[config.mk]
export PLATFORM = sky130hd
export DESIGN_NAME = adc_bringup_seq
export DESIGN_NICKNAME = d
export VERILOG_FILES = /design/src/rtl/adc_bringup_seq.sv
export SDC_FILE = /design/constraint.sdc
export NUM_CORES = 1
export LEC_CHECK = 0
export CAP_MARGIN = 20
export CORE_MARGIN = 2
export CORE_UTILIZATION = 53
export DETAILED_ROUTE_END_ITERATION = 10
export GPL_TIMING_DRIVEN = 0
export HOLD_SLACK_MARGIN = 0.12
export PLACE_DENSITY = 0.86
export SYNTH_ARGS = -nofsm -noshare
export SYNTH_HDL_FRONTEND = slang
export SYNTH_SLANG_ARGS = --single-unit
[constraint.sdc]
create_clock -name clk10m -period 7.6 [get_ports clk10m]
set_clock_uncertainty 0.15 [all_clocks]
set_input_delay 1.52 -clock clk10m [delete_from_list [all_inputs] [get_ports clk10m]]
set_output_delay 1.52 -clock clk10m [all_outputs]
set_load 0.1 [all_outputs]
[src/rtl/adc_bringup_seq.sv]
// Bring-up sequencer for the U72/U73 ADC pair: power-up wait, SPI register
// table load for both sides, sync pulse and lane-alignment wait with retries.
module adc_bringup_seq #(
   parameter int unsigned N_REGS    = 8,
   parameter int unsigned PWRUP_CYC = 1000,
   parameter int unsigned SYNC_LEN  = 4,
   parameter int unsigned ALIGN_TMO = 50000,
   parameter int unsigned ACK_TMO   = 4095,
   parameter int unsigned MAX_RETRY = 3
) (
   input  logic        clk10m,
   input  logic        sysrst_nr0,
   input  logic        start,
   output logic [3:0]  tbl_idx,
   input  logic [23:0] tbl_data,
   output logic        cfg_req,
   output logic        cfg_sel,
   output logic [7:0]  cfg_addr,
   output logic [15:0] cfg_data,
   input  logic        cfg_ack,
   output logic        adc_sync,
   input  logic        a_align_done,
   input  logic        b_align_done,
   input  logic        a_align_err,
   input  logic        b_align_err,
   output logic        busy,
   output logic        done,
   output logic        fail,
   output logic [1:0]  retry_cnt,
   output logic [3:0]  state_dbg
);

   typedef enum logic [3:0] {
      S_IDLE  = 4'd0,
      S_PWRUP = 4'd1,
      S_REQ   = 4'd2,
      S_WACK  = 4'd3,
      S_NEXT  = 4'd4,
      S_SYNC  = 4'd5,
      S_ALIGN = 4'd6,
      S_RETRY = 4'd7,
      S_DONE  = 4'd8,
      S_FAIL  = 4'd9
   } state_t;

   localparam logic [15:0] PWRUP_LAST = 16'(PWRUP_CYC - 1);
   localparam logic [15:0] SYNC_LAST  = 16'(SYNC_LEN - 1);
   localparam logic [15:0] ALIGN_LAST = 16'(ALIGN_TMO - 1);
   localparam logic [15:0] ACK_LAST   = 16'(ACK_TMO - 1);
   localparam logic [3:0]  IDX_LAST   = 4'(N_REGS - 1);
   localparam logic [1:0]  RETRY_MAX  = 2'(MAX_RETRY);

   state_t      state, state_nxt;
   logic [15:0] cnt, cnt_nxt, cnt_inc;
   logic        last_wr, last_wr_nxt;
   logic [3:0]  tbl_idx_nxt;
   logic        cfg_req_nxt, cfg_sel_nxt, adc_sync_nxt;
   logic [7:0]  cfg_addr_nxt;
   logic [15:0] cfg_data_nxt;
   logic        busy_nxt, done_nxt, fail_nxt;
   logic [1:0]  retry_cnt_nxt;
   logic [3:0]  al_s1, al_s2;
   logic        both_done, any_err;

   assign both_done = al_s2[3] & al_s2[2];
   assign any_err   = al_s2[1] | al_s2[0];
   assign cnt_inc   = (cnt == '1) ? cnt : cnt + 16'd1;
   assign state_dbg = state;

   always_comb begin
      state_nxt     = state;
      cnt_nxt       = cnt_inc;
      last_wr_nxt   = last_wr;
      tbl_idx_nxt   = tbl_idx;
      cfg_req_nxt   = cfg_req;
      cfg_sel_nxt   = cfg_sel;
      cfg_addr_nxt  = cfg_addr;
      cfg_data_nxt  = cfg_data;
      adc_sync_nxt  = adc_sync;
      busy_nxt      = busy;
      done_nxt      = done;
      fail_nxt      = fail;
      retry_cnt_nxt = retry_cnt;
      case (state)
         S_IDLE, S_DONE, S_FAIL: begin
            if (start) begin
               state_nxt     = S_PWRUP;
               cnt_nxt       = '0;
               last_wr_nxt   = 1'b0;
               tbl_idx_nxt   = '0;
               cfg_sel_nxt   = 1'b0;
               done_nxt      = 1'b0;
               fail_nxt      = 1'b0;
               retry_cnt_nxt = '0;
               busy_nxt      = 1'b1;
            end
         end
         S_PWRUP: begin
            if (cnt >= PWRUP_LAST) begin
               state_nxt    = S_REQ;
               cnt_nxt      = '0;
               cfg_addr_nxt = tbl_data[23:16];
               cfg_data_nxt = tbl_data[15:0];
               cfg_req_nxt  = 1'b1;
            end
         end
         S_REQ: begin
            state_nxt = S_WACK;
            cnt_nxt   = '0;
         end
         S_WACK: begin
            if (cfg_ack) begin
               // Table position advances on the ack edge so the ROM word is
               // already valid while in NEXT and can be latched on REQ entry.
               state_nxt   = S_NEXT;
               cfg_req_nxt = 1'b0;
               if (tbl_idx < IDX_LAST) begin
                  tbl_idx_nxt = tbl_idx + 4'd1;
               end else if (!cfg_sel) begin
                  cfg_sel_nxt = 1'b1;
                  tbl_idx_nxt = '0;
               end else begin
                  last_wr_nxt = 1'b1;
               end
            end else if (cnt >= ACK_LAST) begin
               state_nxt    = S_FAIL;
               cfg_req_nxt  = 1'b0;
               adc_sync_nxt = 1'b0;
               busy_nxt     = 1'b0;
               fail_nxt     = 1'b1;
            end
         end
         S_NEXT: begin
            cnt_nxt = '0;
            if (last_wr) begin
               state_nxt    = S_SYNC;
               adc_sync_nxt = 1'b1;
            end else begin
               state_nxt    = S_REQ;
               cfg_addr_nxt = tbl_data[23:16];
               cfg_data_nxt = tbl_data[15:0];
               cfg_req_nxt  = 1'b1;
            end
         end
         S_SYNC: begin
            if (cnt >= SYNC_LAST) begin
               state_nxt    = S_ALIGN;
               cnt_nxt      = '0;
               adc_sync_nxt = 1'b0;
            end
         end
         S_ALIGN: begin
            if (any_err) begin
               state_nxt = S_RETRY;
            end else if (both_done) begin
               state_nxt = S_DONE;
               busy_nxt  = 1'b0;
               done_nxt  = 1'b1;
            end else if (cnt >= ALIGN_LAST) begin
               state_nxt = S_RETRY;
            end
         end
         S_RETRY: begin
            cnt_nxt = '0;
            if (retry_cnt < RETRY_MAX) begin
               state_nxt     = S_SYNC;
               retry_cnt_nxt = retry_cnt + 2'd1;
               adc_sync_nxt  = 1'b1;
            end else begin
               state_nxt    = S_FAIL;
               cfg_req_nxt  = 1'b0;
               adc_sync_nxt = 1'b0;
               busy_nxt     = 1'b0;
               fail_nxt     = 1'b1;
            end
         end
         default: state_nxt = S_IDLE;
      endcase
   end

   always_ff @(posedge clk10m or negedge sysrst_nr0) begin
      if (!sysrst_nr0) begin
         state     <= S_IDLE;
         cnt       <= '0;
         last_wr   <= 1'b0;
         tbl_idx   <= '0;
         cfg_req   <= 1'b0;
         cfg_sel   <= 1'b0;
         cfg_addr  <= '0;
         cfg_data  <= '0;
         adc_sync  <= 1'b0;
         busy      <= 1'b0;
         done      <= 1'b0;
         fail      <= 1'b0;
         retry_cnt <= '0;
         al_s1     <= '0;
         al_s2     <= '0;
      end else begin
         state     <= state_nxt;
         cnt       <= cnt_nxt;
         last_wr   <= last_wr_nxt;
         tbl_idx   <= tbl_idx_nxt;
         cfg_req   <= cfg_req_nxt;
         cfg_sel   <= cfg_sel_nxt;
         cfg_addr  <= cfg_addr_nxt;
         cfg_data  <= cfg_data_nxt;
         adc_sync  <= adc_sync_nxt;
         busy      <= busy_nxt;
         done      <= done_nxt;
         fail      <= fail_nxt;
         retry_cnt <= retry_cnt_nxt;
         al_s1     <= {a_align_done, b_align_done, a_align_err, b_align_err};
         al_s2     <= al_s1;
      end
   end

endmodule
Word level (Yosys, flattened, before mapping)
Index checks and enable logic that the tools add are counted.

Bits in registers: 65. Bits of input ports: 32. Output and inout port bits: 40. Logic and storage cells: 135.

$add $sub $neg: 3. Order comparisons: 6. Equal/unequal tests: 27. Muxes and demuxes: 60. Bitwise operators: 2. Reduce and logical (&&, ||, !) cells: 22.

Operators by type and width (number): $mux W16 (6); $pmux W16 S4 (1); $mux W4 (13); $pmux W16 S2 (1); $pmux W4 S8 (1); $ne A2 B2 Y1 const B (14); $reduce_and A5 Y1 (5); $mux W1 (23); $add A16 B1 Y16 const B (1); $eq A16 B16 Y1 const B (1); $eq A4 B3 Y1 const B (4); $ge A16 B10 Y1 const B (1); $ge A16 B12 Y1 const B (1); $ge A16 B16 Y1 const B (1); $ge A16 B2 Y1 const B (1); $mux W8 (2); $pmux W8 S2 (1); $pmux W1 S4 (3); $reduce_and A4 Y1 (3); $reduce_bool A4 Y1 (3); $eq A4 B2 Y1 const B (2); $eq A4 B4 Y1 const B (2); $pmux W4 S2 (1); $reduce_bool A2 Y1 (4); 19 further kinds (25).

Longest topological paths before layout
Depth after elaboration: 5. Gate-level depth with buffers: 8. Mapped depth without buffers: 8.

Worst setup path after synthesis
OpenSTA, ideal clock, no wires.

Path type: register to register. Start: reg state[0], in the netlist state_dbg[0]. End: reg cfg_addr[6]. Setup time: 0.128 ns. Arrival time: 2.379 ns. Data required time: 7.322 ns. Path slack: 4.942 ns. Cell stages (with the launch flop): 7. Path buffers: 2. Period minus slack after synthesis: 2.658 ns. Cell sequence: dfrtp_1 > clkbuf_1 > clkinv_1 > nor3_2 > o21ai_4 > buf_6 > mux2_1.

Longest elaborated chain between the ends: 3. Elaborated cells on any way between the ends: 7. Those cells by class: eq/ne: 4; mux: 1; reduce/logical: 2.

Ends and longest elaborated chain: from (decl) (RTL line 53) `state_t state, state_nxt;`; from (signal assigned) (RTL line 199) `state <= state_nxt;`; $eq A4 B1 Y1 or $eq A4 B3 Y1 (tied branches) (RTL line 84) `case (state)`; $ne A2 B2 Y1 (no source line) or $reduce_bool A2 Y1 (tied branches); $reduce_and A3 Y1 (no source line); to (signal assigned) (RTL line 205) `cfg_addr <= cfg_addr_nxt;`; to (decl) (RTL line 18) `output logic [7:0] cfg_addr,`.

Several ways; a longest one is shown, not always the timed one. A chain may end at the register's enable or synchronous reset.

Final worst setup path
Start: reg state[2], in the netlist state_dbg[2]. End: out state_dbg[2].

RTL lines: to (decl) (RTL line 30) `output logic [3:0] state_dbg`.

No word-level cell between the ends.

==> summary.txt <==
STA
  – Unrepaired setup endpoints after global routing: false
  – Setup TNS: 0 ns
  – Slew of the pin with the lowest slew margin: just over 1 ns
  – # setup viols final: 0
  – Crit path time final: about 3.7 ns
  – Normalized max-slew margin: approximately a third
  – Final hold violation count: 0
  – Peak Freq: 0.268 GHz
  – Final period util: roughly half
  – Final max-slew violation count: 0

Critical path
  – CP top delay family: buffers and inverters
  – Critical path arrival: between 2 and 2.5 ns
  – Setup CP Type: register to output port
  – Crit path cell chain: clkdlybuf4s50_1
  – R2R setup slack: a little under 5 ns
  – CP Buf/Inv Count: 1
  – R2r worst-path depth: 7
  – Crit-path max cell delay: 1.20 ns
  – Crit path launch type: register
  – R2R Path End: cnt[7]
  – Crit. End Element: output port
  – CP required: just under 6 ns
  – CP max-delay cell: clkdlybuf4s50_1
  – CP Max Fanout: 8
  – RR Startpoint: state_dbg[0]

Yosys
  – EDFF count, synth: 0
  – Seq/Total Area, Yosys: between 50% and 60%
  – Synth Area in Compound Gates: ~9.9%
  – Largest family of logic cells by synthesized area: simple AND/OR/NAND/NOR gates
  – Synth async-reset ratio: 100%
  – FF+latch count, synth: between 60 and 70
  – Synth top cells by count: dfrtp_1 (65), nor2_1 (33), mux2_2 (25)
  – Ys flop type: dfrtp_1
  – Cell taking the most area after synthesis: dfrtp_1
  – Post-Synthesis Cells: between 200 and 300
  – Top post-synthesis cells by area: dfrtp_1 (54%), mux2_2 (9.3%), nor2_1 (4.1%)
  – Post-Synth Simple-Gate Area: around a fifth
  – Netlist cell types: between 40 and 50
  – Post-Synth Adder-Cell Area: between 1.5 and 2%
  – Cell with the most instances after synthesis: dfrtp_1
  – Synth Cell Area: 3040 um2
  – Syn avg cell area: ~11 um2
  – Mux share of post-synthesis cell area: approximately 10%
  – Synth top area share: a little over half
  – Xor/xnor share of the synthesized area: about 3.8%
  – Syn nets: between 300 and 400
  – YS warnings: 0

Global routing
  – Pin count of the biggest net entering global routing: 44
  – Antenna violations before repair: 0
  – First-pass GRT wire length: between 10,000 and 15,000 um
  – Total Routing Usage GR: between 20% and 30%
  – Vias in the first global route: 2,520
  – Total grt overflow: 0

Floorplanning
  – Ports: 72
  – Die area: roughly 6300 um2
  – Core footprint: approximately 5500 um2
  – Die width: 79.7 um
  – Die Ht: ~80 um
  – FP Rows: 27
  – Initial Utilization: a little under three fifths

Final layout
  – Area delta synth->final: 34.4%
  – ANT cells: 0
  – Fillers: 360
  – Share of layout cells above drive strength 1: between 10% and 20%
  – Storage cell area: 1630 um2
  – Multi-input gate area: 1350 um2
  – Nets: 400

CTS
  – Longest Clk Path Bufs: 2
  – Clock transition at path regs: roughly 0.08 ns
  – CTS Hold Bufs: 0
  – H-tree Lvls: 3
  – CTS tree: built
  – Post-CTS Setup Bufs: 0
  – Clk root buf: clkbuf_8
  – Skew-Pair Late Insertion Delay: between 0.3 and 0.4 ns
  – CTS buffer count: 9
  – Clock sinks: 65
  – Resize count post-CTS: 0

Placement
  – I/O Buffers: slightly above 70
  – GPL Wtd Cong: about 0.94
  – Detail Placement HPWL: 4990 um

Route
  – Detailed-route DRC error count: 0
  – Post-DR wirelength/cell: around 16 um
  – First-pass DRT Iterations: 4
  – Starting DRC count in detailed routing: 170
  – Via/cell ratio: about 5.7
  – Antenna viol nets, final: 0
  – Routed WL: ~7000 um
  – Via count: around 2.5k

Min path
  – Worst Hold Launch: al_s1[0]
  – Min-Delay Path Depth: 0
  – Worst Hold End: al_s2[0]
  – Hold crit path type: register to register

Flow run
  – MaxCap Viol Count: 0

Run status
  – Status: finished clean
layer usage:
| layer | vias to the layer above | share of wire (%) | global-route usage, % |
|---|---|---|---|
| met3 | 16 | 4.8 | 4.52 |
| met5 | - | 0 | 0 |
| li1 | 1173 | - | - |
| met4 | 0 | 2.6 | 11.9 |
| met1 | 1220 | 41 | 30.3 |
| met2 | 90 | 51 | 39.7 |
how the worst max path moves through the flow:
stage              endpoint          from  cells after the start  slack, ns
3_3_place_gp         cnt[1]    sysrst_nr0                      1       2.85
2_1_floorplan   cfg_addr[6]  state_dbg[0]                      6       4.94
4_1_cts        state_dbg[2]  state_dbg[2]                      1       3.87
6_report       state_dbg[2]  state_dbg[2]                      1       3.86
5_1_grt        state_dbg[2]  state_dbg[2]                      1       3.82
3_5_place_dp         cnt[7]         start                      6       4.15
registers in the layout, summed over array words and instances, names as in the netlist:
| name | count |
|---|---|
| busy | 1 |
| fail | 1 |
| al_s1 | 4 |
| retry_cnt | 2 |
| cfg_addr | 8 |
| cfg_req | 1 |
| cfg_sel | 1 |
| adc_sync | 1 |
| state_dbg | 4 |
| done | 1 |
| cfg_data | 16 |
| tbl_idx | 4 |
| last_wr | 1 |
| cnt | 16 |
| al_s2 | 4 |
cells in the final DEF (no fill, tap or decap), drive strengths merged, types with 4 or more instances in the layout:
master	n
clkdlybuf4s50	70
ha	4
nand3	11
buf	4
a21oi	11
and3	7
nor3	10
clkbuf	16
inv	5
mux2	26
a31oi	4
nor2	33
nand4	9
nand2b	5
dfrtp	65
nand2	22
xor2	11
o21ai	16
cells by family after synthesis:
| family | Yosys count |
|---|---|
| and+or+nand+nor | 113 |
| DFF | 65 |
| muxes | 27 |
| xor gates and xnor gates | 13 |
| adders and majority gates | 4 |
| buffers and inverters | 13 |
| AOI/OAI and AO/OA | 46 |
through the flow:
step           util [%]  cell area (um2)  cells  hold WS, ns  worst slack [ns]
2_1_floorplan         -             3040    281        0.181              4.94
3_3_place_gp       69.7             3840    424        0.184              2.85
3_5_place_dp       69.9             3850    425        0.186              4.15
4_1_cts            74.1             4080    441        0.200              3.87
5_1_grt            74.1             4080    441        0.211              3.82
6_report           74.1             4080    441        0.200              3.86
layout make-up:
| class | instances | area share [%] |
|---|---|---|
| Multi-Input combinational cell | 203 | 33.0 |
| Timing Repair Buffer | 72 | 17.8 |
| Tap cell | 72 | 2.21 |
| Inverter | 5 | 0.460 |
| Clock inverter | 6 | 2.21 |
| Sequential cell | 65 | 39.9 |
| Buffer | 8 | 1.10 |
| Clock buffer | 10 | 3.37 |
Power is not shown: default switching activity piles up to over one toggle a cycle in this logic, so the estimate is an artifact.
